## config.mk

```make
export PLATFORM = sky130hd
export DESIGN_NAME = flag_register_unit
export DESIGN_NICKNAME = d
export VERILOG_FILES = /design/src/rtl/flag_register_unit.sv
export SDC_FILE = /design/constraint.sdc
export NUM_CORES = 1
export LEC_CHECK = 0
export CAP_MARGIN = 30
export CORE_MARGIN = 1.5
export CORE_UTILIZATION = 27
export CTS_BUF_LIST = sky130_fd_sc_hd__clkbuf_8
export CTS_CLUSTER_DIAMETER = 40
export DETAILED_ROUTE_END_ITERATION = 8
export PLACE_DENSITY = 0.79
export SYNTH_ARGS = -nofsm -noshare
export SYNTH_HDL_FRONTEND = slang
export SYNTH_SLANG_ARGS = --single-unit
```

## constraint.sdc

```tcl
create_clock -name clk -period 1.5 [get_ports clk]
set_input_delay 0.3 -clock clk [delete_from_list [all_inputs] [get_ports clk]]
set_output_delay 0.3 -clock clk [all_outputs]
set_load 0.02 [all_outputs]
```

## src/rtl/flag_register_unit.sv

```systemverilog
// flag_register_unit
//   Producer side of the branch-condition interface. Captures carry and sign/zero
//   status from ALU results into architectural flag registers. It also tracks
//   multi-cycle ALU ops so that fetch can stall a dependent branch.
//
// Parameters
//   WIDTH          ALU result width; sign is taken from bit WIDTH-1
//
// Ports
//   clk            system clock, all state on rising edge
//   rst_n          asynchronous active-low reset
//   op_issue       pulse: flag-writing ALU op issued this cycle
//   op_upd_carry   issued op writes carry (sampled with op_issue)
//   op_upd_sign    issued op writes sign/zero (sampled with op_issue)
//   alu_valid      ALU result/carry valid this cycle
//   alu_result     ALU result
//   alu_carry      ALU carry-out
//   carry          registered carry flag
//   sign           registered sign code: 01 zero, 10 negative, 00 positive
//   flags_pending  multi-cycle op outstanding, flags stale
//   proto_err      sticky handshake-violation flag
module flag_register_unit #(
  parameter int unsigned WIDTH = 32
) (
  input  logic             clk,
  input  logic             rst_n,
  input  logic             op_issue,
  input  logic             op_upd_carry,
  input  logic             op_upd_sign,
  input  logic             alu_valid,
  input  logic [WIDTH-1:0] alu_result,
  input  logic             alu_carry,
  output logic             carry,
  output logic [1:0]       sign,
  output logic             flags_pending,
  output logic             proto_err
);

  typedef enum logic [0:0] {StIdle, StPending} state_e;

  state_e     state_q;
  logic       carry_q;
  logic [1:0] sign_q;
  logic       perr_q;
  logic       pu_c_q;   // outstanding op writes carry
  logic       pu_s_q;   // outstanding op writes sign
  logic [1:0] sign_enc;

  // Zero takes priority over negative; 2'b11 is never produced.
  always_comb begin
    sign_enc = 2'b00;
    if (alu_result == '0) begin
      sign_enc = 2'b01;
    end else if (alu_result[WIDTH-1]) begin
      sign_enc = 2'b10;
    end
  end

  always_ff @(posedge clk or negedge rst_n) begin
    if (!rst_n) begin
      state_q <= StIdle;
      carry_q <= 1'b0;
      sign_q  <= 2'b01;
      perr_q  <= 1'b0;
      pu_c_q  <= 1'b0;
      pu_s_q  <= 1'b0;
    end else begin
      case (state_q)
        StIdle: begin
          if (op_issue && alu_valid) begin
            // Single-cycle op: result arrives with the issue.
            if (op_upd_carry) carry_q <= alu_carry;
            if (op_upd_sign)  sign_q  <= sign_enc;
          end else if (op_issue) begin
            pu_c_q  <= op_upd_carry;
            pu_s_q  <= op_upd_sign;
            state_q <= StPending;
          end else if (alu_valid) begin
            // Result with no op outstanding.
            perr_q <= 1'b1;
          end
        end
        StPending: begin
          if (alu_valid) begin
            if (pu_c_q) carry_q <= alu_carry;
            if (pu_s_q) sign_q  <= sign_enc;
            if (op_issue) begin
              // Back-to-back: the new op becomes the outstanding one.
              pu_c_q <= op_upd_carry;
              pu_s_q <= op_upd_sign;
            end else begin
              state_q <= StIdle;
            end
          end else if (op_issue) begin
            // Second op before the first completed: dropped.
            perr_q <= 1'b1;
          end
        end
        default: state_q <= StIdle;
      endcase
    end
  end

  assign carry         = carry_q;
  assign sign          = sign_q;
  assign flags_pending = (state_q == StPending);
  assign proto_err     = perr_q;

endmodule

```

==> impl_metrics.tcl, run 1 <==
set metrics [dict create \
    wl_mm 1.347 \
    seqCellArea_um2 176.4 \
    ir_drop_mv 0.4761 \
    design.core.area_mm2 0.001334 \
    final_common_cell "clkdlybuf4s50_1" \
    maxSlewHeadroom 0.7901 \
    dieHeight_um 41.09 \
    path_cells "clkdlybuf4s50_1" \
    initial_core_util 0.2936 \
    arrival_ns 1.16 \
    period_share 0.9728 \
    worstPathRequired_ns 1.20 \
    outcome "complete, no violations" \
    numClockSinks 7 \
    area_growth_pct 130.7 \
    path_buf_inv 1 \
    reg2reg_from "flags_pending$_DFF_PN0_" \
    hold_viol 0 \
    vias 478 \
    period_minus_slack_ns 1.459 \
    async_flop_share 1.000 \
    clk-insertion-delay-late_ns 0.22 \
    fin_nets 128 \
    dr.pass1.iters 2 \
    grt_overflow 0 \
    die_w_um 41.09 \
    cpPeakStageDelay_ns 0.60 \
    grt_usage 0.1538 \
    rsz0062_at_grt "no" \
    dp.cells 99 \
    crit_family "buffers and inverters" \
    drt_iter0_markers 4 \
    end_kind "output port" \
    synth_cells 39 \
    pwr-share-comb 0.343 \
    cts_tree "done" \
    post-cts-setup-buffers 0 \
    switching_share 0.2405 \
    p_int_uw 571.5 \
    route.detailed.drc 0 \
    final_cells 103 \
    antenna_found_initial 0 \
    ys_dominant_reg_cell "dfrtp_1" \
    worst_pin_slew_ns 0.3138 \
    crit_type "reg2out" \
    synth_seq_cells 7 \
    ios 44 \
    cp_slowest_cell "clkdlybuf4s50_1" \
    cts_root_buf "clkbuf_8" \
    syn-num-nets 78 \
    numCtsBuffers 3 \
    grt_pass1_wl_mm 1.656 \
    multi_input_area_um2 200.2 \
    synth_top_area_share 0.3834 \
    p_clk_frac 0.337 \
    clkTransAtPathRegs_ns 0.04 \
    seqPwrFrac 0.320 \
    portBuffers 43 \
    cts_buffer_depth 2 \
    setup_violations 0 \
    powerDensity_mw_per_mm2 832.9 \
    syn_area_um2 391.6 \
    dp_hpwl_mm 1.172 \
    crit_start "flags_pending$_DFF_PN0_" \
    wire_per_inst_um 13.08 \
    grt_pass1_vias 457 \
    hold_path.class "in2async" \
    yosysUniqueCellTypes 18 \
    ctsHoldBuffers 0 \
    drv_cap 0 \
    final_cell_mix "39 x clkdlybuf4s50_1, 8 x nor4_1, 7 x nand2_1" \
    routabilityCongestion 0.7291 \
    grt_max_degree 9 \
    ys_seq_area_frac 0.4505 \
    preCtsSetupSlack_ns -0.07081 \
    h-tree-depth 1 \
    cts_resized 1 \
    rows 13 \
    num_antenna_cells 0 \
    synth.avg_cell_area_um2 10.04 \
    critPathLaunchType "flip-flop" \
    crit_fanout 2 \
    drive_gt1_frac 0.1250 \
    power.total_uw 752.5 \
    switchingPower_uw 180.9 \
    fin_util 0.6773 \
    p_leak_uw 0.0003755 \
    antenna_left 0 \
    slew_violations 0 \
    avgViaCountPerCell 4.641 \
    yosys-top-cells-area "dfrtp_1 38%, nor4_1 13%, dfstp_2 6.7%" \
    yosysTopAreaCell "dfrtp_1" \
    fillCellCount 110 \
    clock_skew_ns 0.003072 \
    synth-edff-count 0 \
    synth_warnings 0 \
    setup_slack_ns 0.04080 \
    clock.fmax_ghz 0.6853 \
    die-area_mm2 0.001688 \
]
[flip-flops by register name, indices dropped and copies added, names as in the netlist]
| name | count |
|---|---|
| carry | 1 |
| flags_pending | 1 |
| proto_err | 1 |
| pu_c_q | 1 |
| pu_s_q | 1 |
| sign | 2 |
[per-stage QoR]
step / hold WS (ns) / setup TNS [ns] / area, um2
after floorplan: 0.004409 / 0 / 391.6
after global placement: 0.4780 / -0.1569 / 852.1
after detailed placement: 0.4821 / -0.1808 / 852.1
after CTS: 0.3447 / 0 / 895.9
after global routing: 0.3673 / 0 / 903.4
final: 0.3358 / 0 / 903.4
[cells by family (layout without fill, tap and decap cells)]
family | after synthesis | after routing | share of synthesized area
flops | 7 | 7 | 0.4505
buf+inv | 2 | 51 | 0.03833
compound gates | 2 | 2 | 0.02553
xor+xnor | 1 | 1 | 0.02237
mux | 5 | 5 | 0.1533
fa+ha+maj | 1 | 1 | 0.02556
simple gates | 21 | 21 | 0.2844
[power by group through the flow]
| stage | registers, uW | logic (uW) | clock network [uW] |
|---|---|---|---|
| after floorplan | 271 | 71.2 | 0 |
| after global placement | 243 | 260 | 0 |
| after detailed placement | 244 | 264 | 0 |
| after CTS | 242 | 265 | 262 |
| after global routing | 246 | 278 | 274 |
| final | 241 | 258 | 253 |
[final timing paths]
| check | to | slack (ns) | cells after the start |
|---|---|---|---|
| max in group asynchronous | sign[0]$_DFFE_PN1P_ | 0.88 | 1 |
| max | flags_pending | 0.04 | 1 |
| min | proto_err$_DFFE_PN0P_ | 0.34 | 1 |
| min reg2reg | proto_err$_DFFE_PN0P_ | 0.47 | 1 |
| max reg2reg | pu_s_q$_DFFE_PN0P_ | 0.30 | 4 |
| min in group clk | proto_err$_DFFE_PN0P_ | 0.47 | 1 |
[cell usage after synthesis (2+ instances only)]
library cell	number
nor4_1	8
nand4_1	2
mux2_2	2
nand2_1	7
dfrtp_1	6
mux2_1	2
[cell type report]
class,instances,area share
well taps,15,0.02078
clock buffers,3,0.04571
clock inverters,1,0.004155
multi-input cells,30,0.2216
repair buffers,46,0.5083
inverters,1,0.004155
flip-flops and latches,7,0.1953
[routing by layer]
metal	global-route usage	part of all wire	vias up	routed length, um
met3	0.05978	0.20	0	274
li1	-	-	243	-
met4	0.1000	0	0	0
met1	0.1200	0.32	204	433
met5	0	0	-	0
met2	0.3008	0.47	31	639
[worst register-to-register path, stage by stage, from the launching register on]
cell and delay, ns:
dfrtp_1 0.37, buf_4 0.16, xnor2_1 0.12, nand2_1 0.10, mux2_2 0.34
No activity file was read; power rests on OpenSTA's default activity.
==> run 2: changes to the inputs <==
SETUP_SLACK_MARGIN = 0.05   (was unset)
SKIP_CTS_REPAIR_TIMING = 1   (was unset)
==> run 2 against run 1 <==
  * Critical path depth increased by 3
  * Count of clock-buffer cells in the layout is the same
  * Fmax grew 9.0%
  * Worst setup slack gained 0.12 ns
  * Sequential power is essentially flat
  * Clock skew about the same
  * Die area did not move
  * Sequential share of layout area fell by 0.13 points
  * Combinational power barely moved
  * Worst hold slack about the same
  * Largest power group unchanged
  * Utilization rose by 0.47 points
==> impl_metrics.tcl, run 2 (same netlist as run 1, synthesis figures left out) <==
set metrics [dict create \
    dr.pass1.iters 2 \
    seqPwrFrac 0.320 \
    wl_mm 1.398 \
    clkTransAtPathRegs_ns 0.04 \
    drive_gt1_frac 0.1250 \
    routabilityCongestion 0.7291 \
    grt_usage 0.1538 \
    wire_per_inst_um 13.57 \
    die_w_um 41.09 \
    avgViaCountPerCell 4.660 \
    hold_path.class "in2async" \
    maxSlewHeadroom 0.7901 \
    worst_pin_slew_ns 0.3138 \
    numClockSinks 7 \
    hold_viol 0 \
    cts_root_buf "clkbuf_8" \
    h-tree-depth 1 \
    outcome "complete, no violations" \
    clock.fmax_ghz 0.7473 \
    rsz0062_at_grt "no" \
    grt_max_degree 9 \
    path_buf_inv 2 \
    design.core.area_mm2 0.001334 \
    clock_skew_ns 0.003072 \
    arrival_ns 1.44 \
    period_share 0.8921 \
    rows 13 \
    dieHeight_um 41.09 \
    antenna_found_initial 0 \
    num_antenna_cells 0 \
    antenna_left 0 \
    p_leak_uw 0.0003987 \
    area_growth_pct 132.3 \
    portBuffers 43 \
    period_minus_slack_ns 1.338 \
    p_int_uw 571.0 \
    fillCellCount 109 \
    route.detailed.drc 0 \
    drv_cap 0 \
    slew_violations 0 \
    cts_tree "done" \
    fin_util 0.6820 \
    worstPathRequired_ns 1.60 \
    ir_drop_mv 0.4856 \
    numCtsBuffers 3 \
    setup_tns_ns 0 \
    cp_slowest_cell "clkdlybuf4s50_1" \
    dp_hpwl_mm 1.172 \
    initial_core_util 0.2936 \
    final_common_cell "clkdlybuf4s50_1" \
    setup_violations 0 \
    ios 44 \
    switchingPower_uw 181.3 \
    grt_overflow 0 \
    drt_iter0_markers 5 \
    crit_type "in2reg" \
    largest_reg_flops 2 \
    grt_pass1_vias 457 \
    crit_family "buffers and inverters" \
    vias 480 \
    cpPeakStageDelay_ns 0.52 \
    final_cell_mix "38 x clkdlybuf4s50_1, 8 x nor4_1, 7 x nand2_1" \
    switching_share 0.2410 \
    crit_fanout 3 \
    grt_pass1_wl_mm 1.656 \
    fin_nets 128 \
    clk-insertion-delay-late_ns 0.22 \
    end_kind "flip-flop" \
    critPathLaunchType "input port" \
    powerDensity_mw_per_mm2 827.1 \
    p_clk_frac 0.337 \
    pwr-share-comb 0.343 \
    cts_buffer_depth 2 \
    path_cells "clkdlybuf4s50_1 > inv_1 > and3_2 > or3_1" \
    die-area_mm2 0.001688 \
]
run 2: power by group through the flow:
stage	clock network [uW]	logic, uW	registers (uW)
3_3_place_gp	0	260	243
3_5_place_dp	0	264	244
6_report	253	258	241
4_1_cts	262	265	242
5_1_grt	274	278	246
2_1_floorplan	0	71.2	271
run 2: cell type report:
cell class | instances | area (um2) | area share
flip-flops and latches | 7 | 176.4 | 0.1939
repair buffers | 46 | 465.4 | 0.5117
inverters | 1 | 3.754 | 0.004127
clock buffers | 3 | 41.29 | 0.04539
multi-input cells | 30 | 200.2 | 0.2201
well taps | 15 | 18.77 | 0.02063
clock inverters | 1 | 3.754 | 0.004127
run 2: final timing paths:
| path | start | endpoint | slack [ns] | depth (start not counted) |
|---|---|---|---|---|
| setup / recovery | alu_valid | proto_err$_DFFE_PN0P_ | 0.16 | 4 |
| hold / removal | rst_n | proto_err$_DFFE_PN0P_ | 0.34 | 1 |
| setup reg to reg | flags_pending$_DFF_PN0_ | pu_s_q$_DFFE_PN0P_ | 0.30 | 4 |
| hold reg to reg | proto_err$_DFFE_PN0P_ | proto_err$_DFFE_PN0P_ | 0.47 | 1 |
| max in group asynchronous | rst_n | sign[0]$_DFFE_PN1P_ | 0.88 | 1 |
| min in group clk | proto_err$_DFFE_PN0P_ | proto_err$_DFFE_PN0P_ | 0.47 | 1 |
run 2: metal layers:
layer	share of wire	wire [um]	GRT usage	up-vias
li1	-	-	-	243
met1	0.32	453	0.1200	206
met2	0.48	676	0.3008	31
met3	0.19	268	0.05978	0
met4	0	0	0.1000	0
met5	0	0	0	-
run 2: stage by stage:
| step | std cells | instance area (um2) | hold WS, ns | setup WS, ns | total power (uW) |
|---|---|---|---|---|---|
| 6_report | 103 | 909.6 | 0.3357 | 0.1619 | 752.3 |
| 5_1_grt | 103 | 909.6 | 0.3673 | 0.08942 | 797.5 |
| 4_1_cts | 103 | 897.1 | 0.3447 | -0.1453 | 768.3 |
| 3_5_place_dp | 99 | 852.1 | 0.4821 | -0.07081 | 507.8 |
| 3_3_place_gp | 99 | 852.1 | 0.4780 | -0.05646 | 502.9 |
| 2_1_floorplan | 39 | 391.6 | 0.004409 | 0.2582 | 342.0 |
